### config.mk
export PLATFORM = sky130hd
export DESIGN_NAME = mmio_port
export DESIGN_NICKNAME = d
export VERILOG_FILES = /design/src/rtl/mmio_port.sv
export SDC_FILE = /design/constraint.sdc
export NUM_CORES = 1
export LEC_CHECK = 0
export BUFFER_PORTS_ARGS = -buffer_cell sky130_fd_sc_hd__buf_4
export CAP_MARGIN = 20
export CORE_MARGIN = 2
export CORE_UTILIZATION = 40
export DETAILED_ROUTE_END_ITERATION = 7
export REMOVE_ABC_BUFFERS = 1
export SYNTH_ARGS = -nofsm -noshare
export SYNTH_HDL_FRONTEND = slang
export SYNTH_SLANG_ARGS = --single-unit
export TNS_END_PERCENT = 50
### constraint.sdc
create_clock -name clk -period 14.05 [get_ports clk]
set_input_delay 0.7025 -clock clk [delete_from_list [all_inputs] [get_ports clk]]
set_output_delay 0.7025 -clock clk [all_outputs]
set_load 0.005 [all_outputs]
### src/rtl/mmio_port.sv
// Memory-mapped I/O responder for the 0x800-0xFFF window: TX/RX word FIFOs
// bridging the core bus to host valid/ready streams, plus a sticky halt flag.
module mmio_port #(
  parameter int unsigned TX_DEPTH = 4,
  parameter int unsigned RX_DEPTH = 4
) (
  input  logic        clk,
  input  logic        reset,
  input  logic [31:0] address,
  input  logic [31:0] data_in,
  input  logic        we,
  output logic [31:0] data_out,
  output logic        hit,
  output logic [31:0] tx_data,
  output logic        tx_valid,
  input  logic        tx_ready,
  input  logic [31:0] rx_data,
  input  logic        rx_valid,
  output logic        rx_ready,
  output logic        halted
);

  localparam int unsigned TX_AW = $clog2(TX_DEPTH);
  localparam int unsigned RX_AW = $clog2(RX_DEPTH);
  localparam int unsigned TX_PW = TX_AW + 1;
  localparam int unsigned RX_PW = RX_AW + 1;

  localparam logic [9:0] REG_TX_DATA = 10'h200;
  localparam logic [9:0] REG_STATUS  = 10'h201;
  localparam logic [9:0] REG_RX_DATA = 10'h202;
  localparam logic [9:0] REG_RX_CTRL = 10'h203;
  localparam logic [9:0] REG_HALT    = 10'h3FF;

  logic [31:0]      tx_mem [TX_DEPTH];
  logic [31:0]      rx_mem [RX_DEPTH];
  logic [TX_AW:0]   tx_wp, tx_rp;
  logic [RX_AW:0]   rx_wp, rx_rp;
  logic             tx_ovf;
  logic             tx_empty, tx_full, rx_empty, rx_full;
  logic             wr_tx, wr_ctrl, wr_halt;
  logic             tx_push, tx_pop, rx_push, rx_pop;
  logic [31:0]      rx_head;
  logic             unused_addr_bits;

  assign unused_addr_bits = ^{address[31:12], address[1:0]};

  // Occupancy flags from the extra pointer MSB
  assign tx_empty = (tx_wp == tx_rp);
  assign tx_full  = (tx_wp[TX_AW] != tx_rp[TX_AW]) &&
                    (tx_wp[TX_AW-1:0] == tx_rp[TX_AW-1:0]);
  assign rx_empty = (rx_wp == rx_rp);
  assign rx_full  = (rx_wp[RX_AW] != rx_rp[RX_AW]) &&
                    (rx_wp[RX_AW-1:0] == rx_rp[RX_AW-1:0]);

  assign hit      = address[11];
  assign wr_tx    = we && hit && (address[11:2] == REG_TX_DATA);
  assign wr_ctrl  = we && hit && (address[11:2] == REG_RX_CTRL);
  assign wr_halt  = we && hit && (address[11:2] == REG_HALT);

  // Full/empty are judged on pre-edge state, so a same-cycle pop never frees a slot
  assign tx_push  = wr_tx && !halted && !tx_full;
  assign tx_pop   = !tx_empty && tx_ready;
  assign rx_push  = rx_valid && !rx_full;
  assign rx_pop   = wr_ctrl && data_in[0] && !rx_empty;

  assign tx_valid = !tx_empty;
  assign rx_ready = !rx_full;
  assign tx_data  = tx_mem[tx_rp[TX_AW-1:0]];
  assign rx_head  = rx_mem[rx_rp[RX_AW-1:0]];

  always_ff @(posedge clk or posedge reset) begin
    if (reset) begin
      tx_wp <= '0;
      tx_rp <= '0;
      for (int unsigned i = 0; i < TX_DEPTH; i++) tx_mem[i] <= '0;
    end else begin
      if (tx_push) begin
        tx_mem[tx_wp[TX_AW-1:0]] <= data_in;
        tx_wp <= tx_wp + TX_PW'(1);
      end
      if (tx_pop) tx_rp <= tx_rp + TX_PW'(1);
    end
  end

  always_ff @(posedge clk or posedge reset) begin
    if (reset) begin
      rx_wp <= '0;
      rx_rp <= '0;
      for (int unsigned i = 0; i < RX_DEPTH; i++) rx_mem[i] <= '0;
    end else begin
      if (rx_push) begin
        rx_mem[rx_wp[RX_AW-1:0]] <= rx_data;
        rx_wp <= rx_wp + RX_PW'(1);
      end
      if (rx_pop) rx_rp <= rx_rp + RX_PW'(1);
    end
  end

  // Sticky flags: overflow only counts while not halted; halt clears on reset only
  always_ff @(posedge clk or posedge reset) begin
    if (reset) begin
      tx_ovf <= 1'b0;
      halted <= 1'b0;
    end else begin
      if (wr_tx && !halted && tx_full) tx_ovf <= 1'b1;
      else if (wr_ctrl && data_in[1]) tx_ovf <= 1'b0;
      if (wr_halt) halted <= 1'b1;
    end
  end

  always_comb begin
    data_out = '0;
    if (hit) begin
      case (address[11:2])
        REG_STATUS:  data_out = {27'b0, halted, tx_ovf, !rx_empty, tx_full, tx_empty};
        REG_RX_DATA: data_out = rx_empty ? 32'h0 : rx_head;
        REG_HALT:    data_out = {31'b0, halted};
        default:     data_out = '0;
      endcase
    end
  end

endmodule

==> summary.md, run 1 <==
| Metric | Value |
|---|---|
| Sequential area share after synthesis | 0.549 |
| Fmax | 291 MHz |
| Iter 0 DRT Violations | 287 |
| VDD IR max | 0.104 mV |
| Crit. End Element | output pin |
| Share of cells above drive strength 1 | 0.584 |
| # hold bufs at CTS | 0 |
| RSZ-0062 raised after global routing | false |
| Die area | 32200 sq um |
| Mapped Cells | 750 |
| Setup Fix Bufs, Post-CTS | 0 |
| Final hold vios | 0 |
| Clock buffer depth | 3 |
| Met3 WL | 1.27 mm |
| WL per Instance | 19.3 um |
| CP max stage cell | buf_4 |
| Async set-reset flop share out of synthesis | 1.00 |
| Skew-Pair Late Insertion Delay | 0.54 ns |
| CP top delay family | buffers and inverters |
| GRT Residual Overflow | 0 |
| Status | completed |
| Area Overhead vs Synth | 20.0% |
| Simple-Gate Fraction of Synth Area | 0.0357 |
| Resized cells post-CTS | 0 |
| Worst path bufs/invs | 3 |
| Initial antenna violation count | 0 |
| Worst-path fanout max | 35 |
| Clock skew | 0.0107 ns |
| WP data required | 13.35 ns |
| Synthesis-stage register bit count | 270 |
| Final std cells w/o fill | 1311 |
| Library cells used by synthesis | 35 |
| # nets final | 1002 |
| CP peak stage delay | 0.56 ns |
| Post-synth EDFFs | 0 |
| Clock sinks | 270 |
| Syn_area_per_cell | 16.4 sq um |
| Reg clk slew, reported paths | 0.06 ns |
| Worst Setup Start Kind | flop |
| Die Wd | 179 um |
| Fin. max-slew vios | 0 |
| # rows | 64 |
| Tcrit/Tclk final | 0.245 |
| Worst R2R Path Depth | 6 |
| Number of vias per cell | 5.17 |
| Fill count | 2672 |
| Compound-Gate Fraction of Synth Area | 0.00478 |
| WL final | 25.3 mm |
| Remaining DRCs | 0 |
| Synth Cell Area | 12300 sq um |
| Max Used Layer | met4 |
| Cell Chain, Critical Path | buf_4, xnor2_1, nand3b_1, nand4b_1, buf_4, o221ai_1, buf_4 |
| Max-Cap Viols | 0 |
| Final RePlAce weighted congestion | 0.741 |
| Initial Utilization | 0.405 |
| IO Pins | 169 |
| Antenna Nets Post-Route | 0 |
| Power Dens Cells | 166 nW/um^2 |
| Critical Path AT | 2.73 ns |
| CTS Buf Count | 30 |
| Core Area | 30400 sq um |
| Hold WC Path Type | input pin to async pin |
| Fin Setup TNS | 0 ns |
| Placed cells | 1254 |
| Root Driver | clkbuf_16 |
| Worst reg2reg endpoint | rx_mem[37] |
| Most frequent CP cell | buf_4 |
| Setup CP Type | flop to output pin |
| Largest family of logic cells by synthesized area | multiplexers |
| Rel. slew slack | 0.307 |
| WL met2 | 12.0 mm |
| H-Tree Level Count | 1 |
| WL met1 | 11.5 mm |
| Synth warn | 0 |
| GRT Util Overall | 0.159 |
| Vias in the first global route | 7435 |
| Reg2Reg Launch Point | rx_rp[0] |
| Via count | 6780 |
| 1st-pass router iterations | 4 |
| HPWL Detailed | 14.8 mm |
| Final setup vio count | 0 |
| Mux share of post-synthesis cell area | 0.363 |
| Flop2flop setup slack | 10.75 ns |
| Synth Area in Adders | 0.0102 |
| P_leak | 6.88 nW |
| Largest net degree at the start of global routing | 134 |
| Post-Synth XOR/XNOR Area | 0.00996 |
| Post-layout min period | 3.44 ns |
| Top FF cell, synth | dfrtp_1 |
| IO buf count | 146 |
| Worst slew pin tran | 1.04 ns |
| Worst hold margin | 0.251 ns |
| TritonCTS clock tree | built |
| Antenna diode count | 0 |
| First-pass GRT wire length | 41.6 mm |
| Die height | 179 um |
==> synthesized netlist by cell type, types with 2 or more instances <==
| cell | n | share of area |
|---|---|---|
| mux2_2 | 218 | 0.20 |
| nand4_1 | 3 | 0.0015 |
| mux2_4 | 29 | 0.035 |
| xnor2_1 | 12 | 0.0085 |
| nand3b_1 | 3 | 0.0018 |
| clkbuf_1 | 15 | 0.0046 |
| nand3_1 | 4 | 0.0016 |
| buf_6 | 12 | 0.011 |
| ha_1 | 10 | 0.010 |
| dfrtp_1 | 270 | 0.55 |
| buf_1 | 6 | 0.0018 |
| buf_2 | 14 | 0.0057 |
| mux2_1 | 12 | 0.011 |
| nor2b_1 | 27 | 0.014 |
| o22ai_1 | 4 | 0.0020 |
| and2_1 | 4 | 0.0020 |
| nor2_1 | 2 | 0.00061 |
| nand2_1 | 6 | 0.0018 |
| and3_1 | 2 | 0.0010 |
| xor2_1 | 2 | 0.0014 |
| o21ai_0 | 2 | 0.00081 |
| mux4_2 | 64 | 0.12 |
| inv_1 | 14 | 0.0043 |
| nand3_4 | 4 | 0.0057 |
==> flip-flops by register name (all words and copies together) (netlist names) <==
| register | count |
|---|---|
| tx_wp | 3 |
| rx_rp | 3 |
| tx_rp | 3 |
| tx_mem | 128 |
| halted | 1 |
| tx_ovf | 1 |
| rx_mem | 128 |
| rx_wp | 3 |
==> how the worst max path moves through the flow <==
stage,from,to,slack [ns],depth (start not counted)
after CTS,rx_rp[0],data_out[0],10.50,7
after detailed placement,address[9],tx_mem[3],10.51,5
after global routing,rx_rp[0],data_out[0],10.32,7
after global placement,address[9],tx_mem[3],10.55,5
final,rx_rp[0],data_out[0],10.61,7
after floorplan,reset,halted,5.91,1
==> layout make-up <==
type,count,area [sq um],area share
flip-flops and latches,270,6760,0.457
multi-input cells,418,5210,0.353
repair buffers,157,1200,0.0811
clock buffers,40,870,0.0588
well taps,396,495,0.0335
clock inverters,16,180,0.0122
inverters,14,60.1,0.00406
==> kinds of logic after synthesis <==
| family | after synthesis |
|---|---|
| compound gates | 9 |
| xor+xnor | 14 |
| fa+ha+maj | 10 |
| buf+inv | 62 |
| flops | 270 |
| mux | 323 |
| simple gates | 62 |
==> worst reg2reg max path: stages (launching register included) <==
cell     delay (ns)
dfrtp_2        0.33
buf_4          0.56
xnor2_1        0.22
a31oi_1        0.50
and2_1         0.69
buf_4          0.46
mux2_2         0.41
==> through the flow <==
stage	area [sq um]	setup slack (ns)	total power, mW	utilization
global route	14800	10.32	2.59	0.486
finish	14800	10.61	2.45	0.486
global placement	13700	10.55	1.64	0.450
floorplan	12000	5.91	1.51	-
detailed placement	13700	10.51	1.66	0.450
CTS	14800	10.50	2.49	0.485
==> cells in the final DEF, fill, tap and decap left out, types with 3 or more instances in the layout <==
master | netlist | final
mux2_4 | 29 | 29
and2_1 | 4 | 3
mux4_2 | 64 | 64
nor2b_1 | 27 | 27
buf_4 | 1 | 156
mux2_2 | 218 | 218
o22ai_1 | 4 | 4
nand3_1 | 4 | 4
ha_1 | 10 | 10
clkinv_2 | 0 | 12
dfrtp_2 | 0 | 3
bufinv_16 | 0 | 4
nand4_1 | 3 | 3
mux2_1 | 12 | 12
clkbuf_1 | 15 | 3
inv_1 | 14 | 13
nand3_4 | 4 | 4
xnor2_1 | 12 | 12
dfrtp_1 | 270 | 267
nand2_1 | 6 | 6
nand3b_1 | 3 | 3
clkbuf_8 | 0 | 6
clkbuf_16 | 0 | 31
==> report_power, final <==
group	internal (mW)	switching [mW]	total (mW)
Combinational	0.338	0.223	0.561
Sequential	0.979	0.0949	1.07
Clock	0.505	0.311	0.816
Total	1.82	0.629	2.45
==> layer usage <==
metal  vias to the layer above  global-route usage
li1                       3044                   -
met5                         -                   0
met4                         0              0.0335
met1                      3566               0.219
met2                       136               0.259
met3                        34              0.0379
Note: power is estimated with default switching activity, not from simulation.
==> run 2: changes to the inputs <==
Clock period 14.05 ns to 3.6 ns, I/O delays scaled along.
==> run 2 against run 1 <==
  * Wire length up 1.2%
  * Sequential power rose to 3.9 times the previous value
  * Register-to-register slack worse by 9.9 ns
  * Count of clock-buffer cells in the layout up 5
  * Via count up 4.5%
  * Die area unchanged
==> summary.md, run 2 (same netlist as run 1, synthesis figures left out) <==
| Metric | Value |
|---|---|
| Register Area | 6760 sq um |
| Setup Fix Bufs, Post-CTS | 0 |
| Number of vias per cell | 5.13 |
| CP peak stage delay | 0.58 ns |
| Clock power frac | 0.327 |
| Biggest regs | rx_mem (128), tx_mem (128) |
| Hold WC Path Type | input pin to flop |
| H-Tree Level Count | 1 |
| Most frequent CP cell | buf_4 |
| Switching Fraction | 0.258 |
| TritonCTS clock tree | built |
| RSZ-0062 raised after global routing | false |
| Post-layout min period | 3.17 ns |
| Worst-path fanout max | 22 |
| Worst slew pin tran | 0.718 ns |
| Die Wd | 179 um |
| Reg clk slew, reported paths | 0.06 ns |
| Share of cells above drive strength 1 | 0.541 |
| Max-Cap Viols | 0 |
| Most frequent cells in the layout | dfrtp_1, mux2_2, buf_4 |
| Iter 0 DRT Violations | 305 |
| Setup CP Type | input pin to output pin |
| Skew-Pair Late Insertion Delay | 0.54 ns |
| VDD IR max | 0.355 mV |
| Fin. max-slew vios | 0 |
| Via count | 7086 |
| P_leak | 7.16 nW |
| Fill count | 2640 |
| Largest net degree at the start of global routing | 94 |
| Seq pwr share | 0.436 |
| P_int | 7.14 mW |
| Rel. slew slack | 0.518 |
| # rows | 64 |
| WL per Instance | 18.5 um |
| Clock sinks | 270 |
| Remaining DRCs | 0 |
| Clock buffer depth | 3 |
| GRT Residual Overflow | 0 |
| Initial antenna violation count | 0 |
| Final hold vios | 0 |
| Worst Setup Start Kind | input pin |
| CTS Buf Count | 31 |
| Die area | 32200 sq um |
| Root Driver | clkbuf_16 |
| HPWL Detailed | 15.0 mm |
| Final setup vio count | 0 |
| First-pass GRT wire length | 42.9 mm |
| Antenna diode count | 0 |
| IO buf count | 146 |
| Antenna Nets Post-Route | 0 |
| Fmax | 316 MHz |
| Area Overhead vs Synth | 25.6% |
| Tcrit/Tclk final | 0.880 |
| Footprint of the multi-input gates | 5210 sq um |
| Status | completed |
| Most common cell after layout, fill and taps aside | dfrtp_1 |
| Final WS setup | 0.432 ns |
| Setup WS pre-CTS | 0.749 ns |
| 1st-pass router iterations | 4 |
| GRT Util Overall | 0.162 |
| Comb pwr share | 0.237 |
| Clock skew | 0.0103 ns |
| Psw | 2.48 mW |
| Initial Utilization | 0.405 |
| Core Area | 30400 sq um |
| Critical Path AT | 2.99 ns |
| Vias in the first global route | 7697 |
| CP max stage cell | nand4b_1 |
| Crit. End Element | output pin |
| Resized cells post-CTS | 0 |
| Util after Layout | 0.508 |
| # hold bufs at CTS | 68 |
| WP data required | 3.42 ns |
| WL final | 25.6 mm |
| Power Dens Cells | 622 nW/um^2 |
| Die height | 179 um |
| Fin Setup TNS | 0 ns |
| # nets final | 1074 |
| IO Pins | 169 |
| Cell Chain, Critical Path | dlygate4sd3_1, buf_4, or4b_1, nor2_1, nand4b_1, buf_4, nor2b_1, buf_4 |
| Final RePlAce weighted congestion | 0.719 |
run 2: changes by cell type in the layout (fill, tap and decap cells not counted):
cell / before / now
clkbuf_1: 3 / 6
buf_16: 1 / 0
bufinv_16: 4 / 3
dlygate4sd3_1: 0 / 68
clkbuf_8: 6 / 8
clkinv_2: 12 / 6
buf_4: 156 / 158
buf_12: 0 / 2
run 2: layout make-up:
type	count	share of cell area
clock inverters	9	0.00777
clock buffers	45	0.0587
well taps	396	0.0320
multi-input cells	418	0.337
inverters	14	0.00388
flip-flops and latches	270	0.437
repair buffers	228	0.123
run 2: metal layers:
metal  vias up  wire (um)  track usage
li1       3186          -            -
met1      3707      12100        0.229
met2       156      12100        0.266
met3        37        894       0.0239
met4         0        555       0.0341
met5         -          0            0
run 2: power groups by stage:
stage / Clock (mW) / Sequential (mW) / Combinational [mW]
final: 3.14 / 4.20 / 2.28
after global routing: 3.37 / 4.30 / 2.50
after CTS: 3.25 / 4.20 / 2.33
after detailed placement: 0 / 4.25 / 2.27
after global placement: 0 / 4.23 / 2.23
after floorplan: 0 / 4.26 / 1.62
run 2: worst paths after layout:
| check | from | endpoint | slack, ns | cells after the start |
|---|---|---|---|---|
| worst max register to register | halted | tx_mem[117] | 0.88 | 4 |
| worst max-delay path | address[11] | data_out[20] | 0.43 | 8 |
| min in group asynchronous | reset | tx_ovf | 0.28 | 3 |
| worst min-delay path | address[2] | tx_ovf | 0.03 | 4 |
| max in group asynchronous | reset | rx_mem[75] | 2.42 | 4 |
| worst min register to register | rx_mem[62] | rx_mem[62] | 0.48 | 1 |
run 2: stage by stage:
stage | hold WS (ns) | instances | cell area (sq um) | power, mW
global placement | 0.355 | 1258 | 13800 | 6.46
global route | 0.0565 | 1380 | 15500 | 10.2
detailed placement | 0.346 | 1258 | 13800 | 6.52
CTS | 0.00860 | 1380 | 15500 | 9.78
floorplan | 0.312 | 702 | 12000 | 5.87
finish | 0.0290 | 1380 | 15500 | 9.62
run 2: critical path: cells and delay by family:
kind	cells	cell delay [ns]
buffers and inverters	4	1.24
AND/OR/NAND/NOR	4	1.56
==> run 3: changes to the inputs <==
Settings changed: ABC_AREA set to 1, SKIP_CTS_REPAIR_TIMING set to 1.
==> run 3 against run 2 <==
  * Global-route usage up 7.0 points
  * Cell area rose by 5.7%
  * Synthesized area rose by 9.9%
  * Largest power group unchanged
  * Final cell count is 68% higher
  * Total power is 6.0% lower
  * Combinational power shrank 6%
  * First-iteration DRC count rose to 3.6 times the previous value
  * Sequential share of layout area decreased by 2.4 points
  * Critical endpoint is now data_out[23]
  * Count of clock-buffer cells in the layout is 1 higher
  * Critical path type is now flop to output pin
  * Critical path depth decreased by 1
  * Register-to-register slack improved by 0.38 ns
==> summary.md, run 3 <==
| Metric | Value |
|---|---|
| Post-layout min period | 2.95 ns |
| Die height | 188 um |
| GRT Residual Overflow | 0 |
| GRT Util Overall | 0.231 |
| Initial Utilization | 0.405 |
| Clock sinks | 270 |
| Share of cells above drive strength 1 | 0.130 |
| HPWL Detailed | 22.4 mm |
| Antenna Nets Post-Route | 0 |
| Initial antenna violation count | 2 |
| Crit. End Element | output pin |
| Skew-Pair Late Insertion Delay | 0.54 ns |
| Util after Layout | 0.489 |
| 1st-pass router iterations | 5 |
| Async set-reset flop share out of synthesis | 1.00 |
| Library cells used by synthesis | 26 |
| First-pass GRT wire length | 66.4 mm |
| Mapped Cells | 1730 |
| Synth Cell Area | 13500 sq um |
| Clock buffer depth | 3 |
| Number of vias per cell | 5.48 |
| Clock skew | 0.0105 ns |
| Post-synth EDFFs | 0 |
| Worst-path fanout max | 27 |
| Largest net degree at the start of global routing | 97 |
| Iter 0 DRT Violations | 1088 |
| Setup WS pre-CTS | 1.15 ns |
| Die Wd | 188 um |
| CP max stage cell | dfrtp_2 |
| TritonCTS clock tree | built |
| Worst slew pin tran | 1.03 ns |
| Sequential area share after synthesis | 0.499 |
| Root Driver | clkbuf_16 |
| WL per Instance | 17.9 um |
| Placed Area | 14800 sq um |
| Critical Path AT | 2.77 ns |
| Top FF cell, synth | dfrtp_1 |
| Hold WC Path Type | input pin to flop |
| P_leak | 8.40 nW |
| Worst hold margin | 0.0282 ns |
| Final design instance area without fill | 16300 sq um |
| Die area | 35300 sq um |
| Final hold vios | 0 |
| Synth area leader | dfrtp_1 |
| Max-Cap Viols | 0 |
| Most frequent cells in the layout | nand2_1, dfrtp_1, nand4_1 |
| Setup CP Type | flop to output pin |
| Synthesis-stage register bit count | 270 |
| WP data required | 3.42 ns |
| Fmax | 339 MHz |
| IO buf count | 146 |
| Cell Chain, Critical Path | inv_2, nand2_1, nand2_1, nand3_1, nand2_2, a21oi_1, buf_4 |
| Tcrit/Tclk final | 0.821 |
| Largest cells by area after synthesis | dfrtp_1, nand2_1, nand4_1 |
| Rel. slew slack | 0.309 |
| Remaining DRCs | 0 |
| CP peak stage delay | 0.56 ns |
| WL final | 41.5 mm |
| Pwr Total | 9.05 mW |
| Final WS setup | 0.646 ns |
| Most common cell after layout, fill and taps aside | nand2_1 |
| Most frequent cells after synthesis | nand2_1, dfrtp_1, nand4_1 |
| Register Area | 6760 sq um |
| Via count | 12742 |
| Fill count | 3323 |
| Footprint of the multi-input gates | 5920 sq um |
| Yosys top cell area share | 0.499 |
| Most common cell in the netlist | nand2_1 |
| Vias in the first global route | 12051 |
| Final RePlAce weighted congestion | 0.770 |
| Final setup vio count | 0 |
| Synth warn | 0 |
| VDD IR max | 0.473 mV |
| Most frequent CP cell | nand2_1 |
| Biggest regs | rx_mem (128), tx_mem (128) |
| Core Area | 33400 sq um |
| CTS Buf Count | 29 |
| # nets final | 1963 |
| H-Tree Level Count | 1 |
| Worst Setup Start Kind | flop |
| Reg clk slew, reported paths | 0.06 ns |
| IO Pins | 169 |
| Area Overhead vs Synth | 20.8% |
| # rows | 67 |
| RSZ-0062 raised after global routing | false |
| Status | completed |
| Syn_area_per_cell | 7.82 sq um |
| Fin. max-slew vios | 0 |
| Power Dens Cells | 553 nW/um^2 |
[run 3: cell count changes in the layout (fill, tap and decap cells not counted), moves of 28 or more]
cell,previous run,this run
o21ai_0,2,130
mux2_2,218,0
mux4_2,64,0
nand2_1,6,575
nand4_1,3,265
mux2_4,29,0
o22ai_1,4,32
nor2_1,2,194
[run 3: worst paths after layout]
path / depth (start not counted) / endpoint / slack (ns) / startpoint
hold / removal: 4 / halted / 0.03 / address[9]
max in group asynchronous: 4 / rx_mem[15] / 2.35 / reset
hold reg to reg: 2 / rx_mem[78] / 0.46 / rx_mem[78]
setup reg to reg: 8 / rx_mem[6] / 1.26 / rx_rp[0]
min in group asynchronous: 3 / tx_mem[16] / 0.29 / reset
setup / recovery: 7 / data_out[23] / 0.65 / rx_rp[0]
[run 3: kinds of logic after synthesis]
kind of cell,Yosys count,synth area share
AOI/OAI and AO/OA,193,0.0743
and+or+nand+nor,1065,0.350
adders and majority gates,10,0.00924
buffers and inverters,188,0.0643
DFF,270,0.499
xor gates and xnor gates,4,0.00259
[run 3: per-layer routing]
metal  up-vias  track usage  wire length (um)
met1      6174        0.327             18500
met5         -            0                 0
met2       421        0.368             19500
met3        58       0.0402              2780
li1       6089            -                 -
met4         0       0.0603               802
[run 3: report_power, final]
group / total [mW] / leakage, nW / internal, mW / switching, mW
combinational: 2.15 / 4.38 / 0.730 / 1.42
sequential: 4.06 / 3.58 / 3.71 / 0.345
clock: 2.83 / 0.443 / 1.62 / 1.21
[run 3: per-stage QoR]
| stage | setup TNS, ns | cells |
|---|---|---|
| after floorplan | -1848.78 | 1569 |
| after global placement | 0 | 2201 |
| after detailed placement | 0 | 2201 |
| after CTS | 0 | 2253 |
| after global routing | 0 | 2323 |
| final | 0 | 2324 |
[run 3: layout make-up]
cell class / count / area share
antenna: 3 / 0.000459
sequential: 270 / 0.413
tap: 448 / 0.0343
clock buffer: 46 / 0.0526
multi-input combinational: 1272 / 0.362
clock inverter: 6 / 0.00184
inverter: 27 / 0.00666
timing repair buffer: 252 / 0.128
[run 3: worst max-delay path, delay by kind of cell (launching register included)]
| kind | cells | cell delay, ns |
|---|---|---|
| DFF | 1 | 0.56 |
| AOI/OAI and AO/OA | 1 | 0.41 |
| buffers and inverters | 2 | 0.23 |
| and+or+nand+nor | 4 | 1.00 |
